<file path="config.mk">
export PLATFORM = sky130hd
export DESIGN_NAME = isr_sequencer
export DESIGN_NICKNAME = d
export VERILOG_FILES = /design/src/rtl/isr_seq_pkg.sv /design/src/rtl/isr_seq_fifo.sv /design/src/rtl/isr_sequencer.sv
export SDC_FILE = /design/constraint.sdc
export NUM_CORES = 1
export LEC_CHECK = 0
export BUFFER_PORTS_ARGS = -buffer_cell sky130_fd_sc_hd__buf_4
export CAP_MARGIN = 20
export CORE_MARGIN = 4
export CORE_UTILIZATION = 51
export CTS_CLUSTER_SIZE = 24
export DETAILED_ROUTE_END_ITERATION = 6
export PLACE_DENSITY = 0.72
export SETUP_SLACK_MARGIN = 0.4
export SYNTH_ARGS = -nofsm -noshare
export SYNTH_HDL_FRONTEND = slang
export SYNTH_HIERARCHICAL = 1
export SYNTH_SLANG_ARGS = --single-unit
</file>
<file path="constraint.sdc">
create_clock -name clock -period 3 [get_ports clock]
set_clock_uncertainty 0.05 [all_clocks]
set_input_delay 0.15 -clock clock [delete_from_list [all_inputs] [get_ports clock]]
set_output_delay 0.15 -clock clock [all_outputs]
set_load 0.01 [all_outputs]
</file>
<file path="src/rtl/isr_seq_pkg.sv">
// Shared types and default parameters for the integer square-root request sequencer.
package isr_seq_pkg;

  localparam int unsigned DefaultDepth         = 4;
  localparam int unsigned DefaultTagW          = 4;
  localparam int unsigned DefaultTimeoutCycles = 2048;

  typedef enum logic [1:0] {
    StIdle,
    StStart,
    StWait
  } isr_state_e;

  typedef struct packed {
    logic [63:0]            value;
    logic [DefaultTagW-1:0] tag;
  } isr_req_t;

endpackage

</file>
<file path="src/rtl/isr_seq_fifo.sv">
// Synchronous request FIFO with wrap-around pointers; DEPTH must be a power of two.
module isr_seq_fifo
  import isr_seq_pkg::*;
#(
  parameter int unsigned DEPTH = DefaultDepth,
  parameter type         T     = isr_req_t
) (
  input  logic clock,
  input  logic reset_n,
  input  logic push,
  input  T     push_data,
  input  logic pop,
  output T     pop_data,
  output logic full,
  output logic empty
);

  localparam int unsigned AW = (DEPTH > 1) ? $clog2(DEPTH) : 1;
  localparam int unsigned CW = $clog2(DEPTH) + 1;

  T              mem_q [DEPTH];
  logic [AW-1:0] wr_ptr_q;
  logic [AW-1:0] rd_ptr_q;
  logic [CW-1:0] count_q;
  logic          do_push;
  logic          do_pop;

  assign full     = (count_q == CW'(DEPTH));
  assign empty    = (count_q == '0);
  assign do_push  = push && !full;
  assign do_pop   = pop && !empty;
  assign pop_data = mem_q[rd_ptr_q];

  always_ff @(posedge clock) begin
    if (!reset_n) begin
      wr_ptr_q <= '0;
      rd_ptr_q <= '0;
      count_q  <= '0;
    end else begin
      if (do_push) wr_ptr_q <= wr_ptr_q + 1'b1;
      if (do_pop)  rd_ptr_q <= rd_ptr_q + 1'b1;
      if (do_push && !do_pop) begin
        count_q <= count_q + 1'b1;
      end else if (do_pop && !do_push) begin
        count_q <= count_q - 1'b1;
      end
    end
  end

  // Storage needs no reset; only entries between the pointers are ever read.
  always_ff @(posedge clock) begin
    if (do_push) mem_q[wr_ptr_q] <= push_data;
  end

endmodule

</file>
<file path="src/rtl/isr_sequencer.sv">
// Queues tagged operands and runs them one at a time through the integer square-root unit.
// Optional watchdog: define ISR_TIMEOUT_EN to abort a stuck operation with out_err.
module isr_sequencer
  import isr_seq_pkg::*;
#(
  parameter int unsigned DEPTH          = DefaultDepth,
  parameter int unsigned TAG_W          = DefaultTagW,
  parameter int unsigned TIMEOUT_CYCLES = DefaultTimeoutCycles
) (
  input  logic             clock,
  input  logic             reset_n,
  input  logic             in_valid,
  output logic             in_ready,
  input  logic [63:0]      in_value,
  input  logic [TAG_W-1:0] in_tag,
  output logic             out_valid,
  input  logic             out_ready,
  output logic [31:0]      out_result,
  output logic [TAG_W-1:0] out_tag,
  output logic             out_err,
  output logic             isr_start,
  output logic [63:0]      isr_value,
  input  logic [31:0]      isr_result,
  input  logic             isr_done,
  output logic             busy
);

  if (DEPTH < 2 || (DEPTH & (DEPTH - 1)) != 0 || TIMEOUT_CYCLES == 0) begin : g_param_check
    $error("isr_sequencer: DEPTH must be a power of two >= 2 and TIMEOUT_CYCLES nonzero");
  end

  typedef struct packed {
    logic [63:0]      value;
    logic [TAG_W-1:0] tag;
  } req_t;

  isr_state_e       state_q, state_d;
  logic [63:0]      op_value_q, op_value_d;
  logic [TAG_W-1:0] op_tag_q, op_tag_d;
  logic             out_valid_q, out_valid_d;
  logic [31:0]      out_result_q, out_result_d;
  logic [TAG_W-1:0] out_tag_q, out_tag_d;
  logic             fifo_pop, fifo_full, fifo_empty;
  logic             load;
  logic             timeout;
  req_t             fifo_in, fifo_head;

  assign fifo_in = '{value: in_value, tag: in_tag};

  isr_seq_fifo #(
    .DEPTH(DEPTH),
    .T    (req_t)
  ) u_fifo (
    .clock    (clock),
    .reset_n  (reset_n),
    .push     (in_valid),
    .push_data(fifo_in),
    .pop      (fifo_pop),
    .pop_data (fifo_head),
    .full     (fifo_full),
    .empty    (fifo_empty)
  );

  always_comb begin
    state_d      = state_q;
    op_value_d   = op_value_q;
    op_tag_d     = op_tag_q;
    out_valid_d  = out_valid_q && !out_ready;
    out_result_d = out_result_q;
    out_tag_d    = out_tag_q;
    fifo_pop     = 1'b0;
    load         = 1'b0;
    unique case (state_q)
      StIdle: begin
        if (!fifo_empty) begin
          fifo_pop   = 1'b1;
          op_value_d = fifo_head.value;
          op_tag_d   = fifo_head.tag;
          state_d    = StStart;
        end
      end
      // isr_done may still be high from the previous result here, so it is not looked at.
      StStart: state_d = StWait;
      StWait: begin
        if ((isr_done || timeout) && (!out_valid_q || out_ready)) begin
          load         = 1'b1;
          out_valid_d  = 1'b1;
          out_result_d = isr_done ? isr_result : 32'd0;
          out_tag_d    = op_tag_q;
          state_d      = StIdle;
        end
      end
      default: state_d = StIdle;
    endcase
  end

  always_ff @(posedge clock) begin
    if (!reset_n) begin
      state_q      <= StIdle;
      op_value_q   <= '0;
      op_tag_q     <= '0;
      out_valid_q  <= 1'b0;
      out_result_q <= '0;
      out_tag_q    <= '0;
    end else begin
      state_q      <= state_d;
      op_value_q   <= op_value_d;
      op_tag_q     <= op_tag_d;
      out_valid_q  <= out_valid_d;
      out_result_q <= out_result_d;
      out_tag_q    <= out_tag_d;
    end
  end

`ifdef ISR_TIMEOUT_EN
  localparam int unsigned WdW = $clog2(TIMEOUT_CYCLES + 1);

  logic [WdW-1:0] wd_q, wd_d;
  logic           out_err_q, out_err_d;

  assign timeout = !isr_done && (wd_q == WdW'(TIMEOUT_CYCLES));

  always_comb begin
    wd_d      = wd_q;
    out_err_d = out_err_q;
    if (state_q == StStart) begin
      wd_d = '0;
    end else if (state_q == StWait && wd_q != WdW'(TIMEOUT_CYCLES)) begin
      wd_d = wd_q + 1'b1;
    end
    if (load) out_err_d = !isr_done;
  end

  always_ff @(posedge clock) begin
    if (!reset_n) begin
      wd_q      <= '0;
      out_err_q <= 1'b0;
    end else begin
      wd_q      <= wd_d;
      out_err_q <= out_err_d;
    end
  end

  assign out_err = out_err_q;
`else
  assign timeout = 1'b0;
  assign out_err = 1'b0;
`endif

  assign in_ready   = !fifo_full;
  assign out_valid  = out_valid_q;
  assign out_result = out_result_q;
  assign out_tag    = out_tag_q;
  // Hold the root unit in reset for as long as we are.
  assign isr_start  = !reset_n || (state_q == StStart);
  assign isr_value  = op_value_q;
  assign busy       = (state_q != StIdle) || !fifo_empty;

endmodule

</file>
==> Word-level counts from Yosys, hierarchy flattened <==
Memory sizes are Yosys's and may differ from the RTL's. A register that Yosys moved wholly into a read port is not among the register bits.
Index checks and enable logic that the tools add are counted.
{ "word_totals": {"ramBits": 272, "register_bits": 46, "latchBits": 0, "elab_cells": 54, "in_bits": 105, "memories": 1, "rom_bits": 0, "out_inout_bits": 105} }
{ "op_classes": {"reduce_logical": 24, "n_div": 0, "order_cmp": 0, "bitwise": 1, "shift": 0, "multipliers": 0, "eq_ne": 5, "mux": 12, "n_addsub": 4} }
{ "mem_list": {"columns": ["memory", "words", "width", "read_ports", "rd_ports_with_merged_regs", "wr", "line", "rtl"], "rows": [
  ["u_fifo.mem_q", 4, 68, 1, 1, 1, "isr_seq_fifo.sv:21", "T mem_q [DEPTH];"]
]} }
{ "ops": {"columns": ["operator", "n"], "rows": [
  ["$mux W32", 1],
  ["$logic_not A1 Y1", 8],
  ["$logic_and A1 B1 Y1", 6],
  ["$mux W1", 6],
  ["$mux W3", 2],
  ["$pmux W2 S3", 1],
  ["$reduce_and A2 Y1", 3],
  ["$add A2 B1 Y2 const B", 2],
  ["$mux W2", 2],
  ["$ne A2 B2 Y1 const B", 2],
  ["$reduce_bool A2 Y1", 2],
  ["$add A3 B1 Y3 const B", 1],
  ["$eq A3 B3 Y1 const B", 1],
  ["$logic_not A3 Y1", 1],
  ["$logic_or A1 B1 Y1", 3],
  ["$sub A3 B1 Y3 const B", 1],
  ["$eq A2 B1 Y1 const B", 1],
  ["$eq A2 B2 Y1 const B", 1],
  ["$logic_not A2 Y1", 1],
  ["$not A1 Y1", 1]
]} }

==> Depth between registers and ports, before layout <==
{ "depth": {"depth_word": 7, "ltp_mapped": 12, "ltp_nobuf": 10} }

==> Cells and area by module <==
The synthesis kept the hierarchy.
{ "modules_own_cells": {"columns": ["module", "instances", "cells_each", "seq_area_each_um2", "area_each_um2"], "rows": [
  ["isr_seq_fifo", 1, 404, 8348.0, 10307.4],
  ["isr_sequencer", 1, 471, 2142.1, 4184.0]
]} }

==> Worst setup path after synthesis <==
OpenSTA, ideal clock, no wires.
{ "synth_path": {"path_kind": "register to register", "startpoint": "register u_fifo.count_q[0]", "endpoint": "memory u_fifo/mem_q[2][0] in the netlist's numbering, enable pin", "synth_period_minus_slack_ns": 2.957, "t_arrival_ns": 2.473, "path_stages_with_launch": 5, "setup_slack_ns": 0.043, "t_required_ns": 2.517, "n_path_buf": 1, "setup_time_ns": 0.433, "cell_sequence": "dfxtp_1 > nor3b_1 > nor2b_1 > clkbuf_1 > and2_1"} }
{ "synth_via": {"elab_chain_len": 5} }
{ "synth_lines": {"columns": ["element", "line", "rtl"], "rows": [
  ["start, declared", "isr_seq_fifo.sv:24", "logic [CW-1:0] count_q;"],
  ["start signal, assigned", "isr_seq_fifo.sv:43", "count_q <= count_q + 1'b1;"],
  ["start signal, assigned", "isr_seq_fifo.sv:45", "count_q <= count_q - 1'b1;"],
  ["$eq A3 B3 Y1", "isr_seq_fifo.sv:28", "assign full = (count_q == CW'(DEPTH));"],
  ["via fifo_full", "isr_sequencer.sv:43", "logic fifo_pop, fifo_full, fifo_empty;"],
  ["$logic_not A1 Y1", "isr_seq_fifo.sv:30", "assign do_push = push && !full;"],
  ["$logic_and A1 B1 Y1", "isr_seq_fifo.sv:30", null],
  ["via u_fifo.do_push", "isr_seq_fifo.sv:25", "logic do_push;"],
  ["$mux W1", "isr_seq_fifo.sv:52", "if (do_push) mem_q[wr_ptr_q] <= push_data;"],
  ["$mux W1 (not written as such)", "isr_seq_fifo.sv:52", null],
  ["end, declared", "isr_seq_fifo.sv:21", null]
]} }
The timed path passes the listed nets, and every way through them passes these cells.

==> Worst setup path in the final report <==
{ "layout_path": {"startpoint": "register u_fifo.count_q[1]", "endpoint": "register u_fifo.count_q[2]"} }
{ "layout_via": {"elab_chain_len": 7, "elab_cells_between_ends": 17, "classes_between": "2 x add/sub; 1 x eq/ne; 4 x mux; 10 x reduce/logical"} }
{ "layout_lines": {"columns": ["element", "line", "rtl"], "rows": [
  ["$logic_not A3 Y1 *", "isr_seq_fifo.sv:29", "assign empty = (count_q == '0);"],
  ["via fifo_empty", "isr_sequencer.sv:43", null],
  ["$mux W1", "isr_sequencer.sv:75", "if (!fifo_empty) begin"],
  ["$mux W1", "isr_sequencer.sv:73", "unique case (state_q)"],
  ["$logic_and A1 B1 Y1 *", "isr_seq_fifo.sv:31", "assign do_pop = pop && !empty;"],
  ["$logic_not A1 Y1", "isr_seq_fifo.sv:42", "if (do_push && !do_pop) begin"],
  ["$logic_and A1 B1 Y1", "isr_seq_fifo.sv:42", null],
  ["$mux W3 or $reduce_bool A2 Y1 (tied branches)", null, null]
]} }
The timed path passes the listed nets; every way through them passes the cells marked *. The select of a mux whose other input is x is not followed.
A chain may end at the register's enable or synchronous reset.

==> impl_metrics.json <==
{
  "hold_depth": 4,
  "final.period_utilization": 0.804,
  "fillers": 1889,
  "cp_num_buf_inv": 2,
  "drive_above_1_share": 0.312,
  "startpoint_type": "flip-flop",
  "cp_slowest_cell": "fa_1",
  "syn_nets": 986,
  "grt_pass1_vias": 8708,
  "layout_min_cycle_time_ps": 2410,
  "grt_remaining_overflow": 0,
  "core_area_um2": 27900,
  "grt_use_total": 0.197,
  "finalInstanceArea_um2": 18800,
  "cp_max_fo": 6,
  "cts_tree": "done",
  "cts.sinks": 388,
  "synth_area_leaders": "edfxtp_1, dfxtp_1, mux4_2, nand2_1, a21boi_1",
  "yosysTopAreaCell": "edfxtp_1",
  "slew_headroom": 0.374,
  "final_util": 0.673,
  "clock_latency_ps": 520,
  "wl_um": 30700,
  "root_buffer": "clkbuf_16",
  "tightest_slew_ps": 938,
  "cp.required_ps": 3390,
  "critPathKind": "reg2reg",
  "gp_congestion": 0.697,
  "setup_viol": 0,
  "port_buffers": 208,
  "ys.warnings.count": 6,
  "cp.depth": 10,
  "status": "finished clean",
  "maxCapViolCount": 0,
  "initial_core_util": 0.519,
  "slowest_delay_ps": 420,
  "path_clk_slew_ps": 60,
  "clock_path_buffers": 3,
  "tns_ps": 0,
  "pin_count": 210,
  "place_area_um2": 16400,
  "grt_max_degree": 70,
  "cts_inserted_buffers": 40,
  "num_vias": 8331,
  "die-area_um2": 31200,
  "drtAntennaViolNets": 0,
  "area_growth_pct": 29.7,
  "synth_seq_area_share": 0.724,
  "remaining_drc_errors": 0,
  "viasPerCell": 5.21,
  "dieHeight_um": 177,
  "htreeDepth": 2,
  "nNetsFinal": 1299,
  "rsz0062_at_grt": "false",
  "ys_ff_latch": 388,
  "crit_arrival_ps": 2800,
  "rows": 61,
  "grt_pass1_wl_um": 48400,
  "irDropWorstVdd_mv": 0.583,
  "synth_top_area_frac": 0.564,
  "avgSynthCellArea_um2": 16.6,
  "antenna_found_initial": 2,
  "hp-class": "in2reg",
  "hpwl_um": 17400,
  "path_delay_family": "adder cells",
  "power.leakage_nw": 6.78,
  "syn_area_um2": 14500,
  "dpl_worst_slack_ps": 533,
  "cp-end-kind": "flip-flop",
  "fp.dieW_um": 177,
  "finalHoldViolations": 0,
  "rr_worst_depth": 10,
  "path_cells": "nor3_2 > or3_4 > inv_8 > o31ai_1 > ha_2 > inv_1 > fa_1 > xor2_1 > or3_1 > a21boi_0",
  "setup_ws_ps": 588,
  "wire_per_inst_um": 19.2,
  "drv_slew": 0,
  "powerDensity_nw_per_um2": 864,
  "synth_cells": 875,
  "drt_iter0_drc": 403,
  "synth_cell_types": 36,
  "drtPass1Iterations": 4,
  "fmax_mhz": 415
}
cells by family after synthesis:
logic type | after synthesis | synth area share
xor gates and xnor gates | 4 | 0.00242
and+or+nand+nor | 235 | 0.0660
DFF | 388 | 0.724
adders and majority gates | 6 | 0.00570
AOI/OAI and AO/OA | 75 | 0.0407
buffers and inverters | 59 | 0.0285
other | 1 | 0.000259
muxes | 107 | 0.133
worst reg2reg max path, cell delays in order, from the launching register on:
cell      delay [ps]
dfxtp_1          370
nor3_2           220
or3_4            180
inv_8             30
o31ai_1          100
ha_2             280
inv_1             60
fa_1             420
xor2_1           170
or3_1            290
a21boi_0         160
what timing repair did:
item	4_1_cts	5_1_grt
hold buffers	102	0
buffers inserted	0	0
gates resized for setup	0	2
setup endpoints to repair	0	1
hold endpoints to repair	306	0
sequential cells by signal (all words and copies together) (netlist names), named ones only:
signal	cells
u_fifo/count_q	3
out_tag	4
isr_value	64
u_fifo/mem_q	272
op_tag_q	4
out_valid	1
u_fifo/rd_ptr_q	2
out_result	32
state_q	2
u_fifo/wr_ptr_q	2
per-stage QoR:
stage / power (mW) / cells / hold WS [ps]
after global placement: 11.1 / 1422 / 301
after CTS: 16.4 / 1598 / 65.8
after detailed placement: 11.2 / 1422 / 303
after floorplan: 9.88 / 875 / 199
after global routing: 17.1 / 1600 / 107
final: 16.2 / 1600 / 86.4
routing by layer:
layer / vias to the layer above / track usage / wire length (um)
met1: 4192 / 0.261 / 12700
met4: 0 / 0.0426 / 421
met2: 244 / 0.344 / 15800
met5: - / 0 / 0
li1: 3855 / - / -
met3: 40 / 0.0373 / 1820
cell usage after synthesis:
| cell type | count |
|---|---|
| o311ai_0 | 1 |
| nand2b_1 | 3 |
| clkbuf_1 | 21 |
| nor3_1 | 1 |
| or3_1 | 2 |
| a21boi_0 | 2 |
| buf_8 | 1 |
| and2_1 | 9 |
| buf_1 | 1 |
| fa_1 | 1 |
| nand2_2 | 8 |
| buf_6 | 11 |
| mux4_2 | 68 |
| buf_12 | 3 |
| a21boi_2 | 8 |
| conb_1 | 1 |
| nand2_1 | 205 |
| o21a_1 | 1 |
| a21boi_1 | 60 |
| dfxtp_1 | 116 |
| nor2_1 | 1 |
| inv_8 | 1 |
| xnor2_1 | 3 |
| nor2b_1 | 4 |
| ha_1 | 5 |
| inv_1 | 4 |
| buf_4 | 8 |
| o31ai_1 | 1 |
| nand3b_1 | 1 |
| buf_2 | 9 |
| xor2_1 | 1 |
| edfxtp_1 | 272 |
| mux2i_1 | 39 |
| nor3b_1 | 1 |
| a21oi_1 | 1 |
| o21ai_0 | 1 |
cell type report:
class / instances / area [um2] / share of cell area
diodes: 2 / 5.00 / 0.000266
clock buffers: 55 / 1180 / 0.0628
clock inverters: 19 / 201 / 0.0107
inverters: 5 / 26.3 / 0.00140
multi-input cells: 428 / 3620 / 0.193
flip-flops and latches: 388 / 10500 / 0.558
well taps: 378 / 473 / 0.0252
repair buffers: 325 / 2800 / 0.149
final timing paths:
| path | start | to | slack, ps |
|---|---|---|---|
| max | u_fifo/count_q[1] | u_fifo/count_q[2] | 590 |
| min | in_valid | u_fifo/wr_ptr_q[0] | 90 |
| min reg2reg | isr_value[28] | isr_value[28] | 400 |
| max reg2reg | u_fifo/count_q[1] | u_fifo/count_q[2] | 590 |
where the power goes:
part           internal [mW]  switching (mW)  total (mW)
Combinational           1.90            2.26        4.16
Clock                   3.10            1.95        5.05
Sequential              6.61           0.405        7.02
Total                   11.6            4.62        16.2
cell usage in the layout, fill, tap and decap left out, types with 2 or more instances in the layout:
cell type      netlist  final
mux4_2              68     68
dlygate4sd3_1        0    102
and2_1               9      5
clkinv_2             0      7
bufinv_16            0      4
a21boi_1            60     60
nand2b_1             3      3
dfxtp_4              0      2
nor2b_1              4      3
inv_1                4      4
xnor2_1              3      3
nand2_2              8      8
clkbuf_16            0     42
ha_1                 5      4
diode_2              0      2
nand2_1            205    205
edfxtp_1           272    272
clkbuf_8             0      8
clkinv_1             0      6
a21boi_2             8      8
a21boi_0             2      2
buf_4                8    215
buf_12               3      8
mux2i_1             39     39
dfxtp_1            116    114
clkbuf_1            21      5
and2_4               0      4
(Power assumes the default switching activity.)
